`src/rtl/game_tick_gen.sv`:
```
// game_tick_gen: NUM_CH gated tick channels with per-channel period and speed scaling.
// Define GAME_TICK_ACCEL_EN to enable progressive acceleration driven by channel 0.
module game_tick_gen #(
   parameter int NUM_CH     = 2,
   parameter int CNT_W      = 21,
   parameter int ACCEL_STEP = 1000,
   parameter int ACCEL_MAX  = 500000
) (
   input  logic                    system_clk,
   input  logic                    nreset,
   input  logic [1:0]              game_state,
   input  logic [1:0]              game_speed,
   input  logic [NUM_CH*CNT_W-1:0] ch_period,
   input  logic [NUM_CH-1:0]       speed_mask,
   output logic [NUM_CH-1:0]       tick,
   output logic                    run_en,
   output logic [15:0]             tick_total
);

   typedef enum logic [1:0] {
      ST_RUN   = 2'd0,
      ST_WAIT  = 2'd1,
      ST_PAUSE = 2'd2,
      ST_END   = 2'd3
   } game_state_e;

   typedef enum logic [1:0] {
      SP_NORMAL = 2'd0,
      SP_FAST   = 2'd1,
      SP_SLOW   = 2'd2,
      SP_RSVD   = 2'd3
   } game_speed_e;

   localparam logic [CNT_W:0] EFF_MAX = {1'b0, {CNT_W{1'b1}}};
   localparam logic [CNT_W:0] EFF_ONE = (CNT_W+1)'(1);

   game_state_e st;
   game_speed_e sp;
   logic        is_run;
   logic        is_wait;

   logic [CNT_W-1:0] cnt_q [NUM_CH];
   logic [CNT_W-1:0] lp_q  [NUM_CH];
   logic [CNT_W-1:0] eff   [NUM_CH];
   logic [NUM_CH-1:0] wrap;

   logic [CNT_W:0] b;
   logic [CNT_W:0] s;
   logic [CNT_W:0] r;

   assign st      = game_state_e'(game_state);
   assign sp      = game_speed_e'(game_speed);
   assign is_run  = (st == ST_RUN);
   assign is_wait = (st == ST_WAIT);

`ifdef GAME_TICK_ACCEL_EN
   logic [31:0] off_q;
   logic [31:0] off_nxt;
   logic [32:0] off_sum;

   // The offset bumped by this channel-0 tick already shapes the period latched with it.
   always_comb begin
      off_sum = {1'b0, off_q} + 33'(ACCEL_STEP);
      off_nxt = off_q;
      if (is_wait) begin
         off_nxt = '0;
      end else if (is_run && wrap[0]) begin
         if (off_sum >= 33'(ACCEL_MAX)) begin
            off_nxt = 32'(ACCEL_MAX);
         end else begin
            off_nxt = off_sum[31:0];
         end
      end
   end

   always_ff @(posedge system_clk or negedge nreset) begin
      if (!nreset) begin
         off_q <= '0;
      end else begin
         off_q <= off_nxt;
      end
   end
`endif

   always_comb begin
      b = '0;
      s = '0;
      r = '0;
      for (int k = 0; k < NUM_CH; k++) begin
         b = {1'b0, ch_period[k*CNT_W +: CNT_W]};
         s = b;
         if (speed_mask[k]) begin
            unique case (sp)
               SP_FAST: s = b >> 1;
               SP_SLOW: s = b[CNT_W-1] ? EFF_MAX : (b << 1);
               default: s = b;
            endcase
         end
         r = s;
`ifdef GAME_TICK_ACCEL_EN
         if (speed_mask[k]) begin
            if (33'(s) <= {1'b0, off_nxt}) begin
               r = '0;
            end else begin
               r = s - off_nxt[CNT_W:0];
            end
         end
`endif
         if (r == '0) begin
            r = EFF_ONE;
         end else if (r > EFF_MAX) begin
            r = EFF_MAX;
         end
         eff[k] = r[CNT_W-1:0];
      end
   end

   always_comb begin
      wrap = '0;
      for (int k = 0; k < NUM_CH; k++) begin
         wrap[k] = (cnt_q[k] == lp_q[k] - CNT_W'(1));
      end
   end

   always_ff @(posedge system_clk or negedge nreset) begin
      if (!nreset) begin
         for (int k = 0; k < NUM_CH; k++) begin
            cnt_q[k] <= '0;
            lp_q[k]  <= CNT_W'(1);
         end
         tick       <= '0;
         run_en     <= 1'b0;
         tick_total <= '0;
      end else begin
         run_en <= is_run;
         unique case (1'b1)
            is_wait: begin
               for (int k = 0; k < NUM_CH; k++) begin
                  cnt_q[k] <= '0;
                  lp_q[k]  <= eff[k];
               end
               tick       <= '0;
               tick_total <= '0;
            end
            is_run: begin
               for (int k = 0; k < NUM_CH; k++) begin
                  if (wrap[k]) begin
                     cnt_q[k] <= '0;
                     lp_q[k]  <= eff[k];
                  end else begin
                     cnt_q[k] <= cnt_q[k] + CNT_W'(1);
                  end
               end
               tick <= wrap;
               if (wrap[0]) begin
                  tick_total <= tick_total + 16'd1;
               end
            end
            default: begin
               tick <= '0;
            end
         endcase
      end
   end

endmodule

```
`config.mk`:
```
export PLATFORM = sky130hd
export DESIGN_NAME = game_tick_gen
export DESIGN_NICKNAME = d
export VERILOG_FILES = /design/src/rtl/game_tick_gen.sv
export SDC_FILE = /design/constraint.sdc
export NUM_CORES = 1
export LEC_CHECK = 0
export ABC_CLOCK_PERIOD_IN_PS = 3200
export BUFFER_PORTS_ARGS = -buffer_cell sky130_fd_sc_hd__buf_2
export CAP_MARGIN = 40
export CELL_PAD_IN_SITES_DETAIL_PLACEMENT = 1
export CELL_PAD_IN_SITES_GLOBAL_PLACEMENT = 1
export CORE_AREA = 5 5 159 130
export CTS_CLUSTER_DIAMETER = 120
export DETAILED_ROUTE_END_ITERATION = 16
export DIE_AREA = 0 0 164 135
export GPL_ROUTABILITY_DRIVEN = 0
export PLACE_DENSITY_LB_ADDON = 0.1
export SLEW_MARGIN = 10
export SYNTH_ARGS = -nofsm -noshare
export SYNTH_HDL_FRONTEND = slang
export SYNTH_SLANG_ARGS = --single-unit
export TNS_END_PERCENT = 30
```
`constraint.sdc`:
```
create_clock -name system_clk -period 3.2 [get_ports system_clk]
set_input_delay 0.16 -clock system_clk [delete_from_list [all_inputs] [get_ports system_clk]]
set_output_delay 0.16 -clock system_clk [all_outputs]
set_load 0.05 [all_outputs]
```
# Yosys cells after proc, flatten, opt, wreduce, memory -nomap -nowiden
# Cells that the tools add are included.
word_totals:
  out_inout_bits: 19
  regBits: 103
classes:
  n_addsub: 5
  n_reduce_logical: 6
  magnitude_cmp: 2
  muxes: 19
  eq_ne: 7
op_table:
  columns: ["operator", "n"]
  rows:
  - ["21-bit two-way mux", 12]
  - ["42-bit case mux with 2 select lines", 2]
  - ["21-bit case mux with 2 select lines", 2]
  - ["22-bit logical NOT", 2]
  - ["21-bit by 1-bit adder with 21-bit output (second input constant)", 2]
  - ["21-bit equality test", 2]
  - ["21-bit by 1-bit subtractor with 21-bit output (second input constant)", 2]
  - ["16-bit case mux with 2 select lines", 1]
  - ["22-bit by 21-bit > comparator with 1-bit output (second input constant)", 1]
  - ["21-bit > comparator (second input constant)", 1]
  - ["16-bit by 1-bit adder with 16-bit output (second input constant)", 1]
  - ["16-bit two-way mux", 1]
  - ["2-bit by 1-bit equality test with 1-bit output (second input constant)", 2]
  - ["2-bit by 1-bit != test with 1-bit output (second input constant)", 2]
  - ["2-bit AND reduction", 2]
  - ["2-bit equality test (second input constant)", 1]
  - ["2-bit logical NOT", 1]
  - ["2-bit two-way mux", 1]
  - ["2-bit nonzero test", 1]

# Logic depth before layout (Yosys ltp)
# Gate-level depths: netlist (run 1).
depth:
  word_depth: 8
  depth_mapped: 13

# Worst setup path before layout (run 1)
# Ideal clock, no wire load.
synth_path:
  path_type: "flip-flop to flip-flop"
  start: "register lp_q[29] (netlist name)"
  end: "register cnt_q[24] (netlist name)"
  setup_slack_ns: -0.237
  arrival_ns: 3.313
  required_ns: 3.076
  stages_incl_launch_ff: 11
  setup_time_ns: 0.124
  path_buffers: 3
  cell_sequence: "dfrtp_1 -> buf_6 -> or4_1 -> buf_2 -> or4_4 -> o311a_1 -> or4_4 -> o31ai_4 -> buf_6 -> nor3_1 -> a211o_1"
synth_between:
  elab_chain_cells: 4
synth_lines:
  columns: ["item", "line_no", "source"]
  rows:
  - ["from (decl)", "43", "logic [CNT_W-1:0] lp_q [NUM_CH];"]
  - ["from (signal, indexed assignment)", "140", "lp_q[k] <= eff[k];"]
  - ["from (signal, indexed assignment)", "149", "lp_q[k] <= eff[k];"]
  - ["21-bit by 1-bit subtractor with 21-bit output", "121", "wrap[k] = (cnt_q[k] == lp_q[k] - CNT_W'(1));"]
  - ["21-bit equality test", "121", null]
  - ["21-bit two-way mux", "147", "if (wrap[k]) begin"]
  - ["42-bit case mux with 2 select lines", "136", "unique case (1'b1)"]
  - ["to (signal, indexed assignment)", "151", "cnt_q[k] <= cnt_q[k] + CNT_W'(1);"]
  - ["to (decl)", "42", "logic [CNT_W-1:0] cnt_q [NUM_CH];"]
# No other way between the ends.
# A chain may end at the register's enable or synchronous reset.

# Worst setup path in the final report (run 1)
layout_path:
  start: "register lp_q[26] (netlist name)"
  end: "register cnt_q[26] (netlist name)"
# The elaborated chain is that of the path after synthesis.

==> results of run 1 <==
## metal layers
metal / GRT usage / routed length, um / vias up
met5: 0 / 0 / -
met2: 0.307 / 9950 / 150
met3: 0.0195 / 839 / 14
met4: 0.0489 / 240 / 0
met1: 0.342 / 12900 / 3683
li1: - / - / 3675
## synth_stat cells (6+ instances only)
library cell	count	area, um^2
mux2i_1	15	150
nor3b_1	7	52.6
nand2b_1	11	68.8
a21o_1	16	120
mux2_2	17	191
xor2_1	22	193
a22o_1	6	52.6
nor2_1	52	195
buf_2	6	30.0
xnor2_1	29	254
or4_1	11	82.6
nor3_1	22	110
nor4_1	23	144
a211o_1	6	52.6
a31oi_1	19	119
nand3_1	46	230
o31ai_1	7	52.6
o211ai_1	14	105
o311ai_0	11	96.3
or3_1	18	113
nand2_1	122	458
or2_2	9	56.3
o21ai_0	84	420
nand4_1	22	138
inv_1	27	101
nor2b_1	11	68.8
a21oi_1	67	335
clkbuf_1	53	199
dfrtp_1	101	2530
ha_1	7	87.6
and3_1	19	119
## registers in the layout, summed over array words and instances (netlist names)
| register | flops |
|---|---|
| cnt_q | 42 |
| lp_q | 42 |
| tick_total | 16 |
| tick | 2 |
| run_en | 1 |
## power by group
part / switching, mW / internal (mW) / total [mW]
sequential: 0.119 / 1.41 / 1.53
clock: 0.508 / 0.594 / 1.10
combinational: 0.673 / 0.523 / 1.20
## path summary, 6_finish.rpt
kind                        endpoint  slack [ps]  cells past startpoint
setup / recovery           cnt_q[26]         -20                     11
hold / removal              lp_q[28]         150                      3
setup reg to reg           cnt_q[26]         -20                     11
hold reg to reg             lp_q[41]         530                      1
max in group asynchronous    lp_q[0]        2070                      3
min in group asynchronous   lp_q[22]         270                      2
## worst reg2reg max path, stage by stage, from the launching register on
cell and delay, ps:
dfrtp_1 390, or4_4 540, or4_4 570, o311ai_2 290, buf_4 180, nand4_1 130, buf_4 210, o31ai_4 210
buf_6 160, buf_12 130, nor3b_1 50, a221o_1 260
## cells by family (layout without fill, tap and decap cells)
kind of cell / after synthesis / count (layout) / share of synthesized area
xor gates and xnor gates: 51 / 51 / 0.0587
buffers and inverters: 95 / 193 / 0.0530
AOI/OAI and AO/OA: 266 / 266 / 0.219
DFF: 103 / 103 / 0.339
adders and majority gates: 7 / 7 / 0.0115
muxes: 32 / 32 / 0.0449
and+or+nand+nor: 399 / 399 / 0.273
## layout make-up
cell class              instances  area [um^2]  share of cell area
multi-input cells             755         4810               0.521
flip-flops and latches        103         2580               0.280
repair buffers                149         1120               0.122
well taps                     258          323              0.0350
clock buffers                  14          274              0.0297
inverters                      28          105              0.0114
clock inverters                 2         13.8             0.00149
## what timing repair did
action,in CTS,in global routing
endpoints found under the setup margin,4,74
gates cloned,0,4
hold buffers,1,0
pin swaps,0,5
buffers inserted,0,5
gates resized for setup,4,35
hold endpoints to repair,28,0
==> impl_results.md, run 1 <==
- Root Buffer: clkbuf_16
- GRT overflow: 0
- Critical Path AT: 3460 ps
- Port bufs: 68
- I/O pin count: 69
- Max incr delay on CP: 570 ps
- Worst-margin pin slew: 657 ps
- Final setup TNS: -59.6 ps
- Nets: 1103
- WS Path Type: reg -> reg
- Core Footprint: 0.0188 mm^2
- Avg Vias per Cell: 5.75
- Req. time, crit path: 3440 ps
- R2r startpoint: lp_q[26]
- Mapped Area: 0.00760 mm^2
- First-pass GRT wire length: 38500 um
- Area grow syn2layout: 21.4%
- Synth unique cells: 70
- Antenna Violating Nets Remaining: 0
- Final Non-Filler Cells: 1309
- PnR Total Power: 3.83 mW
- Syn Area/Cell: 7.98 um^2
- Asr flop ratio synth: 1.00
- Layout cells sized above 1: 0.219
- HP Start: ch_period[7]
- Period utilisation layout: 1.01
- Commonest non-fill, non-tap cell in the layout: nand2_1
- Syn Inst Count: 953
- CTS tree: built
- CTS buffer count: 9
- Unrepaired setup endpoints after global routing: yes
- CP Cell Sequence: or4_4 -> or4_4 -> o311ai_2 -> buf_4 -> nand4_1 -> buf_4 -> o31ai_4 -> buf_6 -> buf_12 -> nor3b_1 -> a221o_1
- Post-synth EDFFs: 0
- Clock buffer depth: 2
- Hold slack final: 150 ps
- Min-Delay Path Class: in -> reg
- Clk pin slew, worst setup/hold paths: 70 ps
- DR vias: 7522
- Final WS setup: -18.9 ps
- P_leak: 3.91 nW
- CP Max Fanout: 8
- Delay-heaviest family, CP: simple AND/OR/NAND/NOR gates
- Clock Skew: 13.4 ps
- CP bufs+invs: 4
- # clock sinks: 103
- Placed wire-length estimate: 17400 um
- Clk_lat worst skew: 360 ps
- DR pass1 iterations: 4
- Most frequent cells in the layout: nand2_1, dfrtp_1, o21ai_0, buf_2, buf_4
- Iteration-0 DRC Markers: 464
- Die ar.: 0.0221 mm^2
- Die width: 164 um
- Max_cap viols: 0
- Violated checks: negative setup slack
- Yosys reg bits: 103
- Post-Place Worst Slack: -65.6 ps
- PwrDens: 414 mW/mm^2
- Post-Place Cells: 1283
- Post-route cell area: 0.00923 mm^2
- Fmax: 311 MHz
- CP startpoint: lp_q[26]
- Initial antenna violation count: 0
- Routed wire length: 23900 um
- Wire per inst: 18.3 um
- Startpoint Class: flop
- CP max stage cell: or4_4
- Inserted Diodes: 0
- Warnings from Yosys: 0
- Initial Util: 0.404
- Syn Nets: 1010
- Final Util: 0.491
- Sequential-to-total area share from yosys stat: 0.339
- Vias in the first global route: 7197
- Slew margin rel.: 0.562
- Status: finished with violations
- Top FF cell, synth: dfrtp_1
- Die outline height: 135 um
- # rows: 45
- All-Layer GR Usage: 0.213
- Worst VDD drop: 0.000251 V
- Remaining DRCs: 0
- Final Hold Viols: 0
- Pin count of the biggest net entering global routing: 41
- CP endpoint kind: flop
- Final min period: 3220 ps
- Final setup vio count: 5
- Final Max Slew Viols: 0
- Placed Area: 0.00862 mm^2
- Max H-tree Level: 3
- Fill count: 2351
No activity file was read; power rests on OpenSTA's default activity.
==> run 2, diff against run 1 <==
Settings changed: BUFFER_PORTS_ARGS -buffer_cell sky130_fd_sc_hd__buf_2 to -buffer_cell sky130_fd_sc_hd__clkbuf_2, RECOVER_POWER from default to 25.
==> run 2 against run 1 <==
- the flow finishes with violations (max-capacitance violations, max-slew violations, negative setup slack)
- first-iteration DRC count increased by 8.0%
- utilization decreased by 0.17 points
- sequential share of layout area increased by 0.11 points
- non-clock buffer count decreased by 13
- die area unchanged
- largest cell class unchanged
- final area decreased by 0.35%
- hold slack improved by 1.3 ps
- total power increased by 2.1%
- critical endpoint is now cnt_q[32]
- clock power increased by 5%
==> impl_results.md, run 2 (synthesized netlist as in run 1, its figures left out) <==
- Inserted Diodes: 0 (unchanged)
- Min-Delay Path Class: in -> reg
- Worst-margin pin slew: 1600 ps (+945 ps)
- Max_cap viols: 1 (+1)
- Nets: 1090 (-1.2%)
- Pin count of the biggest net entering global routing: 64 (+56%)
- Violated checks: max-capacitance violations, max-slew violations, negative setup slack
- Unrepaired setup endpoints after global routing: yes
- CP most frequent cell: or4_4
- Initial antenna violation count: 0 (unchanged)
- Core Footprint: 0.0188 mm^2 (unchanged)
- Die outline height: 135 um (unchanged)
- Area grow syn2layout: 21.0%
- Final WS setup: -40.1 ps (-21.2 ps)
- Final min period: 3240 ps (+21.2 ps)
- Root Buffer: clkbuf_16
- CP startpoint: lp_q[33]
- Critical Path AT: 3480 ps (+20 ps)
- Slew margin rel.: -0.0685 (-0.630)
- Startpoint Class: flop
- All-Layer GR Usage: 0.217 (+0.00322)
- R2r startpoint: lp_q[33]
- First-pass GRT wire length: 39200 um (+1.8%)
- Die width: 164 um (unchanged)
- Post-Place Cells: 1272 (-0.86%)
- CTS buffer count: 9 (unchanged)
- Wire per inst: 19.0 um (+4.0%)
- DR pass1 iterations: 5 (+1)
- WS Path Type: reg -> reg
- Remaining DRCs: 0 (unchanged)
- Final Util: 0.489 (-0.00173)
- Hold path depth: 3 (unchanged)
- Register Area: 0.00258 mm^2 (about the same)
- Regs by FF count: cnt_q (42), lp_q (42), tick_total (16)
- Final Max Slew Viols: 63 (+63)
- Reg2reg end: cnt_q[32]
- Vias in the first global route: 7462 (+3.7%)
- R2R Setup Slk: -40 ps (-20 ps)
- CTS tree: built
- Max incr delay on CP: 570 ps (about the same)
- Clk_lat worst skew: 350 ps (about the same)
- Clock buffer depth: 2 (unchanged)
- Cells on worst reg2reg path: 9 (-2)
- CP max stage cell: or4_4
- PwrDens: 425 mW/mm^2 (+2.5%)
- Die ar.: 0.0221 mm^2 (unchanged)
- CP Cell Sequence: or4_4 -> or4_4 -> o311a_4 -> or4_4 -> o31ai_4 -> buf_6 -> clkbuf_16 -> nor3_1 -> a211o_1
- # clock sinks: 103 (unchanged)
- Placed wire-length estimate: 17400 um (-0.12%)
- Area of the multi-input gates: 0.00487 mm^2 (+1.1%)
- PnR Total Power: 3.91 mW (+2.1%)
- Clock Skew: 7.86 ps (-5.58 ps)
- Commonest non-fill, non-tap cell in the layout: nand2_1
- # rows: 45 (unchanged)
- Final Hold Viols: 0 (unchanged)
- Final setup vio count: 8 (+3)
- Iteration-0 DRC Markers: 501 (+8.0%)
- Antenna Violating Nets Remaining: 0 (unchanged)
- CP endpoint: cnt_q[32]
- Period utilisation layout: 1.01 (+0.00663)
- Initial Util: 0.404 (unchanged)
- Port bufs: 68 (unchanged)
- Layout cells sized above 1: 0.206 (-0.0127)
- P_leak: 3.88 nW (-0.56%)
- Clk pin slew, worst setup/hold paths: 70 ps (about the same)
- Avg Vias per Cell: 5.84 (+1.7%)
- CP endpoint kind: flop
- Most frequent cells in the layout: nand2_1, dfrtp_1, o21ai_0, a21oi_1, clkbuf_2
- Final Non-Filler Cells: 1296 (-0.99%)
- Status: finished with violations
- GRT overflow: 0 (unchanged)
- Max H-tree Level: 3 (unchanged)
- DR vias: 7571 (+0.65%)
- Fill count: 2322 (-1.2%)
- Worst VDD drop: 0.000282 V (+12%)
- CP Max Fanout: 7 (-1)
- Routed wire length: 24600 um (+3.0%)
- I/O pin count: 69 (unchanged)
- Fmax: 309 MHz (-0.65%)
- Req. time, crit path: 3440 ps (about the same)
## run 2: cell types whose count changed in the layout (fill, tap and decap cells not counted), moves of 11 or more
cell      delta
clkbuf_2    +65
mux2_2      -11
buf_4       -13
buf_2       -67
mux2_4      +11
## run 2: layout make-up
class	instances	area share
Clock buffer	12	0.0279
Clock inverter	4	0.00558
Inverter	28	0.0114
Multi-Input combinational cell	755	0.529
Sequential cell	103	0.281
Tap cell	258	0.0351
Timing Repair Buffer	136	0.110
## run 2: layer usage
metal | up-vias | part of all wire | track usage
met1 | 3721 | 0.52 | 0.342
met2 | 179 | 0.43 | 0.315
li1 | 3648 | - | -
met5 | - | 0 | 0
met4 | 0 | 0.013 | 0.0475
met3 | 23 | 0.042 | 0.0241
## run 2: per-stage QoR
step	setup TNS, ps	hold slack [ps]	setup WS, ps	instance area, um^2
5_1_grt	-3680	169	-131	9200
6_report	-141	151	-40.1	9200
4_1_cts	0	148	24.9	8870
3_3_place_gp	0	306	30.1	8530
2_1_floorplan	-118	-136	-23.8	7630
3_5_place_dp	-796	315	-61.3	8530
## run 2: worst min-delay path by stage
| stage | from | to |
|---|---|---|
| after floorplan | nreset | cnt_q[0] |
| after global placement | nreset | lp_q[23] |
| after detailed placement | nreset | lp_q[24] |
| after CTS | ch_period[7] | lp_q[28] |
| after global routing | ch_period[3] | lp_q[24] |
| final | ch_period[7] | lp_q[28] |
## run 2: critical path: cells and delay by family, from the launching register on
kind / cells / cell delay (ps)
AND/OR/NAND/NOR: 4 / 1620
flip-flops: 1 / 380
buffers and inverters: 2 / 310
AO/OA/AOI/OAI: 3 / 830
## run 2: power breakdown
| part | switching (mW) | internal (mW) | total [mW] |
|---|---|---|---|
| Clock | 0.508 | 0.652 | 1.16 |
| Combinational | 0.687 | 0.526 | 1.21 |
| Sequential | 0.124 | 1.41 | 1.53 |
| Total | 1.32 | 2.59 | 3.91 |
## run 2: what timing repair did
item / CTS / global route
pin swaps: 0 / 15
gates resized for setup: 4 / 48
hold buffers: 1 / 0
gates cloned: 0 / 4
buffers inserted: 0 / 3
endpoints found under the hold margin: 60 / 0
endpoints found under the setup margin: 28 / 66
